**config.mk**
```make
export PLATFORM = sky130hd
export DESIGN_NAME = calc_serial_tx
export DESIGN_NICKNAME = d
export VERILOG_FILES = /design/src/rtl/calc_serial_tx.sv
export SDC_FILE = /design/constraint.sdc
export NUM_CORES = 1
export LEC_CHECK = 0
export BUFFER_PORTS_ARGS = -buffer_cell sky130_fd_sc_hd__buf_2
export CORE_MARGIN = 1.5
export CORE_UTILIZATION = 55
export CTS_BUF_LIST = sky130_fd_sc_hd__clkbuf_4 sky130_fd_sc_hd__clkbuf_8 sky130_fd_sc_hd__clkbuf_16
export DETAILED_ROUTE_END_ITERATION = 6
export PLACE_DENSITY = 0.76
export RECOVER_POWER = 50
export SYNTH_ARGS = -nofsm -noshare
export SYNTH_HDL_FRONTEND = slang
export SYNTH_SLANG_ARGS = --single-unit
export TNS_END_PERCENT = 50
```
**constraint.sdc**
```tcl
create_clock -name Clk -period 3.5 [get_ports Clk]
set_input_delay 0.7 -clock Clk [delete_from_list [all_inputs] [get_ports Clk]]
set_output_delay 0.7 -clock Clk [all_outputs]
set_load 0.01 [all_outputs]
```
**src/rtl/calc_serial_tx.sv**
```systemverilog
// Serial transmit unit: FIFO-buffered result words shifted out on DataOut with a
// generated ClkTx (low for the first half of each bit period, high for the second).
module calc_serial_tx #(
  parameter int WIDTH = 16,
  parameter int DEPTH = 4,
  parameter int DIV_W = 32
) (
  input  logic                         Clk,
  input  logic                         Reset,
  input  logic                         WrEn,
  input  logic [WIDTH-1:0]             WrData,
  input  logic                         MsbFirst,
  input  logic                         ConfigDiv,
  input  logic [DIV_W-1:0]             Din,
  output logic                         Full,
  output logic                         Empty,
  output logic [$clog2(DEPTH+1)-1:0]   Level,
  output logic                         Overflow,
  output logic                         Busy,
  output logic                         DOutValid,
  output logic                         DataOut,
  output logic                         ClkTx
);

  localparam int LVL_W = $clog2(DEPTH + 1);
  localparam int PTR_W = $clog2(DEPTH);
  localparam int BIT_W = $clog2(WIDTH);
  localparam int PER_W = DIV_W + 1;

  typedef enum logic [1:0] {
    S_IDLE,
    S_LOAD,
    S_SHIFT
  } state_t;

  state_t           r_state;

  logic [WIDTH-1:0] r_mem [DEPTH];
  logic [PTR_W-1:0] r_wr_ptr;
  logic [PTR_W-1:0] r_rd_ptr;
  logic [LVL_W-1:0] r_count;
  logic             r_overflow;

  logic [DIV_W-1:0] r_div_pend;
  logic [DIV_W-1:0] r_div_act;

  logic [WIDTH-1:0] r_shift;
  logic             r_msb_first;
  logic [BIT_W-1:0] r_bit_cnt;
  logic [PER_W-1:0] r_per_cnt;

  logic             r_busy;
  logic             r_dout_valid;
  logic             r_data_out;
  logic             r_clk_tx;

  logic             w_full;
  logic             w_empty;
  logic             w_push;
  logic             w_pop;
  logic [DIV_W-1:0] w_din_sat;
  logic [DIV_W-1:0] w_div_load;
  logic [WIDTH-1:0] w_head;
  logic [PER_W-1:0] w_per_nxt;
  logic [PER_W-1:0] w_per_last;
  logic             w_bit_end;
  logic             w_word_end;

  assign w_full     = (r_count == LVL_W'(DEPTH));
  assign w_empty    = (r_count == '0);
  assign w_push     = WrEn && !w_full;
  assign w_pop      = (r_state == S_LOAD);
  assign w_din_sat  = (Din == '0) ? DIV_W'(1) : Din;
  // A divider written in the LOAD cycle itself applies to the word being loaded.
  assign w_div_load = ConfigDiv ? w_din_sat : r_div_pend;
  assign w_head     = r_mem[r_rd_ptr];

  // A bit period spans 2*div cycles; r_per_cnt runs 0 .. 2*div-1.
  assign w_per_nxt  = r_per_cnt + PER_W'(1);
  assign w_per_last = {r_div_act, 1'b0} - PER_W'(1);
  assign w_bit_end  = (r_per_cnt == w_per_last);
  assign w_word_end = w_bit_end && (r_bit_cnt == BIT_W'(WIDTH - 1));

  // NOTE: the storage array is deliberately not reset; pointers and count alone
  // define which entries are valid, so a reset port here would only cost area.
  always_ff @(posedge Clk) begin
    if (w_push) begin
      r_mem[r_wr_ptr] <= WrData;
    end
  end

  // NOTE: all sequential state uses non-blocking assignments so every register
  // samples the pre-edge values regardless of statement order.
  always_ff @(posedge Clk) begin
    if (!Reset) begin
      r_wr_ptr   <= '0;
      r_rd_ptr   <= '0;
      r_count    <= '0;
      r_overflow <= 1'b0;
    end else begin
      if (w_push) begin
        r_wr_ptr <= r_wr_ptr + PTR_W'(1);
      end
      if (w_pop) begin
        r_rd_ptr <= r_rd_ptr + PTR_W'(1);
      end
      case ({w_push, w_pop})
        2'b10:   r_count <= r_count + LVL_W'(1);
        2'b01:   r_count <= r_count - LVL_W'(1);
        default: r_count <= r_count;
      endcase
      // Full is judged before any same-cycle pop, so such a write is still lost.
      if (WrEn && w_full) begin
        r_overflow <= 1'b1;
      end
    end
  end

  always_ff @(posedge Clk) begin
    if (!Reset) begin
      r_div_pend <= DIV_W'(1);
    end else if (ConfigDiv) begin
      r_div_pend <= w_din_sat;
    end
  end

  always_ff @(posedge Clk) begin
    if (!Reset) begin
      r_state      <= S_IDLE;
      r_div_act    <= DIV_W'(1);
      r_shift      <= '0;
      r_msb_first  <= 1'b0;
      r_bit_cnt    <= '0;
      r_per_cnt    <= '0;
      r_busy       <= 1'b0;
      r_dout_valid <= 1'b0;
      r_data_out   <= 1'b0;
      r_clk_tx     <= 1'b0;
    end else begin
      case (r_state)
        S_IDLE: begin
          if (!w_empty) begin
            r_state <= S_LOAD;
            r_busy  <= 1'b1;
          end
        end

        S_LOAD: begin
          r_state      <= S_SHIFT;
          r_shift      <= w_head;
          r_msb_first  <= MsbFirst;
          r_div_act    <= w_div_load;
          r_bit_cnt    <= '0;
          r_per_cnt    <= '0;
          r_dout_valid <= 1'b1;
          r_clk_tx     <= 1'b0;
          r_data_out   <= MsbFirst ? w_head[WIDTH-1] : w_head[0];
        end

        S_SHIFT: begin
          if (w_word_end) begin
            r_state      <= w_empty ? S_IDLE : S_LOAD;
            r_busy       <= !w_empty;
            r_dout_valid <= 1'b0;
            r_data_out   <= 1'b0;
            r_clk_tx     <= 1'b0;
            r_bit_cnt    <= '0;
            r_per_cnt    <= '0;
          end else if (w_bit_end) begin
            // The outgoing bit always sits at one end of r_shift; present its neighbour next.
            r_bit_cnt  <= r_bit_cnt + BIT_W'(1);
            r_per_cnt  <= '0;
            r_clk_tx   <= 1'b0;
            r_shift    <= r_msb_first ? (r_shift << 1) : (r_shift >> 1);
            r_data_out <= r_msb_first ? r_shift[WIDTH-2] : r_shift[1];
          end else begin
            r_per_cnt <= w_per_nxt;
            r_clk_tx  <= (w_per_nxt >= {1'b0, r_div_act});
          end
        end

        default: begin
          r_state      <= S_IDLE;
          r_busy       <= 1'b0;
          r_dout_valid <= 1'b0;
          r_data_out   <= 1'b0;
          r_clk_tx     <= 1'b0;
        end
      endcase
    end
  end

  assign Full      = w_full;
  assign Empty     = w_empty;
  assign Level     = r_count;
  assign Overflow  = r_overflow;
  assign Busy      = r_busy;
  assign DOutValid = r_dout_valid;
  assign DataOut   = r_data_out;
  assign ClkTx     = r_clk_tx;

endmodule

```
==> results.json, run 1 <==
{
  "synth-edff-count": 64,
  "reg2reg_setup_slack_ps": 160,
  "finalCritPeriodShare_pct": 95.3,
  "rr_startpoint": "r_per_cnt[12]$_SDFFE_PN0P_",
  "ys.flop_type": "sky130_fd_sc_hd__dfxtp_1",
  "yosysWarningCount": 0,
  "worstReg2RegEnd": "ClkTx$_SDFFE_PN0N_",
  "critical_path.max_fanout": 5,
  "endpoint_arrival_time_on_the_critical_path_ps": 3680,
  "sw_frac_of_total_pct": 38.8,
  "grt_antenna_before_repair": 0,
  "postSynthNetCount": 1162,
  "vias_after_detailed_routing": 8426,
  "antenna_left": 0,
  "post_synthesis_area_per_instance_um2": 9.95,
  "cts_hold_buf": 0,
  "yosys.cell_types.count": 70,
  "ctsRootBufferMaster": "sky130_fd_sc_hd__clkbuf_16",
  "rows": 50,
  "report.final.hold_viol_count": 0,
  "hold_ws_ps": 482,
  "worst_ep_required_time_ps": 3840,
  "grt_first_pass_wirelength_mm": 42.2,
  "maximum_number_of_pins_on_one_net_before_global_route_repair": 76,
  "numClockSinks": 198,
  "violations_in_the_final_reports": "capacitance limit, slew limit",
  "status": "complete, but fails checks",
  "drt-total-wl_mm": 25.8,
  "timing.slew.headroom_pct": -10.2,
  "io_pins": 63,
  "layout_stage_area_growth_over_the_synthesis_result_pct": 13.2,
  "coreArea_um2": 18800,
  "fin_nets": 1223,
  "timing_worst_setup_path_type": "reg -> reg",
  "n_antenna_cell": 0,
  "worst_pin_slew_ps": 1650,
  "clkPwrFrac_pct": 26.7,
  "grt_pass1_vias": 8057,
  "die_w_um": 142,
  "initial_core_util_pct": 56.4,
  "final.setup_skew_ps": 17.5,
  "ys_seq_area_share_pct": 43.5,
  "dp_hpwl_mm": 18.3,
  "post_drt_via_cell_ratio": 6.14,
  "die-area_um2": 20100,
  "power.density_nw_per_um2": 670,
  "filler_cell_count": 1509,
  "synth-seq-cells": 198,
  "fmax_mhz": 300,
  "cts_made_buffers": 17,
  "cts-root-to-sink-buffers": 2,
  "critPathCaptureType": "flip-flop",
  "reg2reg_depth": 15,
  "dr.pass1.iters": 7,
  "worstSkewPairLatency_ps": 450,
  "period_needed_ps": 3340,
  "drive_above_1_share_pct": 15.5,
  "startpoint": "r_per_cnt[12]$_SDFFE_PN0P_",
  "asr_flop_ratio_synth_pct": 0,
  "violation_count_after_the_first_detailed_route_iteration": 564,
  "route.detailed.wl_per_inst_um": 18.8,
  "port_buffers": 62,
  "cts.htree.levels": 4,
  "residual_drc_count": 0,
  "final_cell_count_no_fill": 1372,
  "max_vdd_drop_uv": 660,
  "clk_pin_slew_worst_paths_ps": 90,
  "timing.final.setup_violations": 0,
  "placed_cells_incl_taps": 1337,
  "power.net_switching_mw": 3.12,
  "cap_viol_max_count": 1,
  "syn_inst": 1064,
  "timing.final.max_slew_violations": 41,
  "power.share.sequential_pct": 37.7,
  "pwr-share-comb_pct": 35.6,
  "gp_routability_congestion": 0.955,
  "cell_internal_pwr_mw": 4.92,
  "hold_crit_path_type": "reg -> reg",
  "die_h_um": 142,
  "grt_overflow": 0,
  "critPathLaunchType": "flip-flop",
  "power.static_leakage_nw": 4.57,
  "tritoncts": "built",
  "critical_path_end": "ClkTx$_SDFFE_PN0N_",
  "synth.cell_area_um2": 10600,
  "grt_use_total_pct": 26.8
}
[logic make-up after synthesis]
kind of cell / share of synthesized area, %
AOI/OAI and AO/OA: 12.1
xor gates and xnor gates: 5.87
adders and majority gates: 5.39
buffers and inverters: 5.06
DFF: 43.5
muxes: 9.68
and+or+nand+nor: 18.4
[critical path: stages, from the launching register on]
cell,delay [ps]
sky130_fd_sc_hd__dfxtp_2,340
sky130_fd_sc_hd__and4_4,240
sky130_fd_sc_hd__and4_4,260
sky130_fd_sc_hd__and3_4,210
sky130_fd_sc_hd__nand3_4,110
sky130_fd_sc_hd__nor3_4,250
sky130_fd_sc_hd__nand2_2,110
sky130_fd_sc_hd__xnor2_2,150
sky130_fd_sc_hd__ha_1,290
sky130_fd_sc_hd__nor2b_1,140
sky130_fd_sc_hd__o21ai_1,160
sky130_fd_sc_hd__nand2_1,70
sky130_fd_sc_hd__or3_4,370
sky130_fd_sc_hd__a211oi_2,180
sky130_fd_sc_hd__o2111ai_1,130
sky130_fd_sc_hd__a41o_1,250
[state kept, by name (all words and copies together) (netlist names), named ones only]
name	cells
r_mem	64
r_per_cnt	33
r_div_act	32
r_div_pend	32
r_shift	16
r_bit_cnt	4
Level	3
r_rd_ptr	2
r_state	2
r_wr_ptr	2
Busy	1
ClkTx	1
DOutValid	1
DataOut	1
Overflow	1
r_msb_first	1
[power by group through the flow]
stage	sequential (mW)	combinational, mW	clock (mW)
CTS	3.02	2.84	2.16
floorplan	2.94	2.17	0
finish	3.03	2.86	2.15
global route	3.07	3.15	2.24
detailed placement	3.07	2.81	0
global placement	3.06	2.78	0
[what timing repair did]
item	4_1_cts	5_1_grt
cloned	0	0
pin swaps	0	11
resized for setup	1	18
endpoints found under the setup margin	1	1
buffers inserted	0	3
[cell usage in the layout (no fill, tap or decap), types with 5 or more instances in the layout]
cell type | netlist | final
sky130_fd_sc_hd__dfxtp_1 | 134 | 131
sky130_fd_sc_hd__nor2_1 | 102 | 101
sky130_fd_sc_hd__nand2_1 | 87 | 86
sky130_fd_sc_hd__edfxtp_1 | 64 | 64
sky130_fd_sc_hd__mux2i_1 | 63 | 63
sky130_fd_sc_hd__inv_1 | 57 | 57
sky130_fd_sc_hd__xnor2_1 | 50 | 48
sky130_fd_sc_hd__buf_4 | 2 | 47
sky130_fd_sc_hd__ha_1 | 44 | 42
sky130_fd_sc_hd__buf_2 | 8 | 36
sky130_fd_sc_hd__a211oi_1 | 36 | 35
sky130_fd_sc_hd__nand3_1 | 34 | 31
sky130_fd_sc_hd__nand4_1 | 26 | 26
sky130_fd_sc_hd__clkbuf_1 | 40 | 26
sky130_fd_sc_hd__and3_1 | 24 | 22
sky130_fd_sc_hd__o211ai_1 | 22 | 22
sky130_fd_sc_hd__a32o_1 | 22 | 22
sky130_fd_sc_hd__xor2_1 | 21 | 20
sky130_fd_sc_hd__nor4_1 | 20 | 19
sky130_fd_sc_hd__a21oi_1 | 19 | 19
sky130_fd_sc_hd__clkbuf_16 | 0 | 18
sky130_fd_sc_hd__nor3_1 | 19 | 16
sky130_fd_sc_hd__mux4_2 | 16 | 16
sky130_fd_sc_hd__o21ai_0 | 11 | 10
sky130_fd_sc_hd__a31oi_1 | 9 | 9
sky130_fd_sc_hd__nand2b_1 | 8 | 8
sky130_fd_sc_hd__a21o_1 | 8 | 8
sky130_fd_sc_hd__or4_1 | 7 | 7
sky130_fd_sc_hd__o22ai_1 | 7 | 7
sky130_fd_sc_hd__nor3b_1 | 6 | 6
sky130_fd_sc_hd__clkinv_8 | 0 | 6
sky130_fd_sc_hd__nand3b_1 | 5 | 5
[metal layers]
layer / track usage (%) / up-vias / share of wire [%]
li1: - / 4049 / -
met1: 39.5 / 4028 / 47
met2: 39.5 / 313 / 43
met3: 4.79 / 36 / 7.6
met4: 9.55 / 0 / 2.3
met5: 0 / - / 0
[worst min-delay path by stage]
stage,from,endpoint,slack (ps),cells after the start
finish,Overflow$_SDFFE_PN0P_,Overflow$_SDFFE_PN0P_,480,2
global route,WrData[8],r_mem[2][8]$_DFFE_PP_,500,1
CTS,WrData[8],r_mem[2][8]$_DFFE_PP_,450,1
detailed placement,Overflow$_SDFFE_PN0P_,Overflow$_SDFFE_PN0P_,460,2
global placement,Overflow$_SDFFE_PN0P_,Overflow$_SDFFE_PN0P_,440,2
floorplan,r_div_pend[0]$_SDFF_PN1_,r_div_pend[0]$_SDFF_PN1_,440,2
[metrics by stage]
| stage | TNS (ps) | power, mW | worst slack [ps] | utilization (%) | cell area, um2 |
|---|---|---|---|---|---|
| 2_1_floorplan | 0 | 5.11 | 0.983 | - | 10600 |
| 3_3_place_gp | 0 | 5.84 | 104 | 60.0 | 11300 |
| 3_5_place_dp | -1.80 | 5.88 | -1.80 | 60.0 | 11300 |
| 4_1_cts | 0 | 8.02 | 22.0 | 63.6 | 11900 |
| 5_1_grt | -2.49 | 8.46 | -2.49 | 63.9 | 12000 |
| 6_report | 0 | 8.04 | 165 | 63.9 | 12000 |
[cell usage after synthesis, drive strengths merged (6+ instances only)]
master	number	area (um2)
mux4	16	360
xor2	21	184
a31oi	9	56.3
xnor2	50	438
buf	28	168
nor3b	6	45.0
nor2	102	383
nand2	88	338
ha	44	551
and3	24	150
o21ai	12	60.1
inv	57	214
edfxtp	64	1920
dfxtp	134	2680
or4	7	52.6
nor3	21	121
a32o	22	220
clkbuf	40	150
nand2b	8	50.1
o211ai	22	165
nand4	27	184
a21oi	19	95.1
nand3	36	190
o22ai	7	43.8
a211oi	36	270
nor4	24	193
mux2i	63	631
a21o	8	60.1
[layout make-up]
class | instances | area (um2) | share of cell area (%)
multi-input cells | 740 | 5570 | 46.5
clock inverters | 14 | 211 | 1.76
clock buffers | 18 | 450 | 3.76
repair buffers | 110 | 636 | 5.30
flip-flops and latches | 198 | 4610 | 38.4
inverters | 58 | 218 | 1.82
well taps | 234 | 293 | 2.44
Power figures use the tool's default switching activity.
==> inputs of run 2 (changes only) <==
--- a/config.mk
+++ b/config.mk
@@ -6,7 +6,7 @@
 export NUM_CORES = 1
 export LEC_CHECK = 0
 export BUFFER_PORTS_ARGS = -buffer_cell sky130_fd_sc_hd__buf_2
-export CORE_MARGIN = 1.5
+export CORE_MARGIN = 2
 export CORE_UTILIZATION = 55
 export CTS_BUF_LIST = sky130_fd_sc_hd__clkbuf_4 sky130_fd_sc_hd__clkbuf_8 sky130_fd_sc_hd__clkbuf_16
 export DETAILED_ROUTE_END_ITERATION = 6
==> constraint.sdc (replaced) <==
create_clock -name Clk -period 2.9 [get_ports Clk]
set_input_delay 0.58 -clock Clk [delete_from_list [all_inputs] [get_ports Clk]]
set_output_delay 0.58 -clock Clk [all_outputs]
set_load 0.01 [all_outputs]
==> run 2 against run 1 <==
  * The flow finishes with violations (setup timing)
  * Global-route usage grew 2.1 points
  * Clock-buffer cell count shrank 1
  * Critical path type unchanged
  * Worst setup slack lost 490 ps
  * Wire length grew 14%
  * Largest power group is now combinational cells
  * Register-to-register slack lost 490 ps
  * Via count grew 8.9%
  * Clock skew shrank 4.4 ps
==> results.json, run 2 (synthesis results as in run 1) <==
{
  "critPathLaunchType": "flip-flop",
  "critPathBufInv": 0,
  "timing.slew.headroom_pct": 20.9,
  "critPathCaptureType": "flip-flop",
  "path_common_cell": "sky130_fd_sc_hd__nand3_2",
  "status": "complete, but fails checks",
  "post_drt_via_cell_ratio": 6.19,
  "die_w_um": 143,
  "power.density_nw_per_um2": 810,
  "grt_antenna_before_repair": 0,
  "period_needed_ps": 3230,
  "final_util_pct": 70.6,
  "worst_pin_slew_ps": 1190,
  "grt_overflow": 0,
  "cts_made_buffers": 17,
  "port_buffers": 62,
  "vias_after_detailed_routing": 9173,
  "max_vdd_drop_uv": 668,
  "violations_in_the_final_reports": "setup timing",
  "cts.htree.levels": 4,
  "postLayoutSetupSlackWorst_ps": -329,
  "drt-total-wl_mm": 29.4,
  "numClockSinks": 198,
  "cpPeakStageDelay_ps": 370,
  "violation_count_after_the_first_detailed_route_iteration": 847,
  "critical_path.max_fanout": 3,
  "place_ws_ps": -324,
  "cpMaxStageDelayCell": "sky130_fd_sc_hd__or3_4",
  "worstSkewPairLatency_ps": 450,
  "n_antenna_cell": 0,
  "layout.cells.most_common_list": "sky130_fd_sc_hd__buf_4, sky130_fd_sc_hd__dfxtp_1, sky130_fd_sc_hd__nor2_1, sky130_fd_sc_hd__nand2_1, sky130_fd_sc_hd__edfxtp_1",
  "antenna_left": 0,
  "drive_above_1_share_pct": 26.0,
  "timing.final.max_slew_violations": 0,
  "design_area_um2": 13300,
  "cap_viol_max_count": 0,
  "place_area_um2": 12000,
  "rsz0062_at_grt": "yes",
  "cp_cell_sequence": "nand4_1 -> nor3_4 -> nand3_2 -> nor4_4 -> nand3_2 -> xnor2_2 -> ha_1 -> a21oi_1 -> nor2b_1 -> o21ai_2 -> nand2_1 -> or3_4 -> a211oi_2 -> o2111ai_1 -> a41o_1",
  "fin_nets": 1334,
  "final.setup_skew_ps": 13.1,
  "initial_core_util_pct": 56.4,
  "report.final.hold_viol_count": 0,
  "dr.pass1.iters": 5,
  "grt_first_pass_wirelength_mm": 45.9,
  "clk_pin_slew_worst_paths_ps": 90,
  "worst_ep_required_time_ps": 3240,
  "fmax_mhz": 310,
  "final_cell_count_no_fill": 1483,
  "cts_hold_buf": 0,
  "residual_drc_count": 0,
  "regMostFlops": "r_mem",
  "io_pins": 63,
  "hold_crit_path_type": "in -> reg",
  "fin_tns_setup_ps": -2060,
  "dp_hpwl_mm": 20.1,
  "power.static_leakage_nw": 5.28,
  "maximum_number_of_pins_on_one_net_before_global_route_repair": 79,
  "grt_pass1_vias": 8664,
  "timing_worst_setup_path_type": "reg -> reg",
  "ctsRootBufferMaster": "sky130_fd_sc_hd__clkbuf_16",
  "gp_routability_congestion": 0.943,
  "timing.final.setup_violations": 34,
  "largest_register_ffs": 64,
  "layout_stage_area_growth_over_the_synthesis_result_pct": 25.2,
  "finalCritPeriodShare_pct": 111,
  "cts-root-to-sink-buffers": 2,
  "die-area_um2": 20400,
  "coreArea_um2": 18800,
  "placed_cells_incl_taps": 1431,
  "rows": 50,
  "top_regs": "r_mem x64, r_per_cnt x33",
  "endpoint_arrival_time_on_the_critical_path_ps": 3570,
  "route.detailed.wl_per_inst_um": 19.8,
  "die_h_um": 143,
  "tritoncts": "built",
  "most_common_library_cell_in_the_layout_ignoring_fill_and_taps": "sky130_fd_sc_hd__buf_4",
  "grt_use_total_pct": 28.9,
  "cp_top_family": "simple AND/OR/NAND/NOR gates"
}
run 2: changes by cell type in the layout (fill, tap and decap cells not counted), sizes merged:
cell	change
clkbuf	-3
nand2	+1
inv	-1
buf	+112
clkinvlp	+1
clkinv	+1
run 2: final cells by class:
class / count / area, um2
sequential: 198 / 4620
fill: 1342 / 5510
inverter: 58 / 218
multi-input combinational: 741 / 5890
tap: 234 / 293
clock inverter: 15 / 190
timing repair buffer: 220 / 1630
clock buffer: 17 / 425
run 2: per-stage QoR:
stage / hold slack [ps] / power (mW)
2_1_floorplan: 439 / 6.17
3_3_place_gp: 445 / 7.56
3_5_place_dp: 464 / 7.68
4_1_cts: 342 / 10.5
5_1_grt: 419 / 11.3
6_report: 413 / 10.7
run 2: repair_timing:
item | CTS | global route
pin swaps | 24 | 45
resized for setup | 42 | 36
setup buffers | 11 | 3
cloned | 4 | 3
endpoints found under the setup margin | 55 | 59
run 2: worst paths after layout:
kind | startpoint | endpoint | slack (ps) | cells after the start
min | Din[2] | r_div_pend[2]$_SDFF_PN0_ | 410 | 3
max | r_per_cnt[5]$_SDFFE_PN0P_ | ClkTx$_SDFFE_PN0N_ | -330 | 15
max reg2reg | r_per_cnt[5]$_SDFFE_PN0P_ | ClkTx$_SDFFE_PN0N_ | -330 | 15
min reg2reg | r_shift[9]$_SDFFE_PN0P_ | r_shift[9]$_SDFFE_PN0P_ | 480 | 2
run 2: power breakdown:
| group | leakage (nW) | switching, mW | internal, mW |
|---|---|---|---|
| Clock | 0.296 | 1.26 | 1.18 |
| Combinational | 3.29 | 2.57 | 2.16 |
| Sequential | 1.68 | 0.320 | 3.25 |
run 2: layer usage:
layer	global-route usage (%)	vias to the layer above	part of all wire, %
met2	46.3	410	47
li1	-	4269	-
met3	4.36	72	7.6
met5	0	-	0
met1	40.2	4422	43
met4	10.4	0	3.2
run 2: worst min-delay path, cell delays in order:
cell and delay (ps):
sky130_fd_sc_hd__buf_2 90, sky130_fd_sc_hd__mux2i_1 80, sky130_fd_sc_hd__nor2_1 80
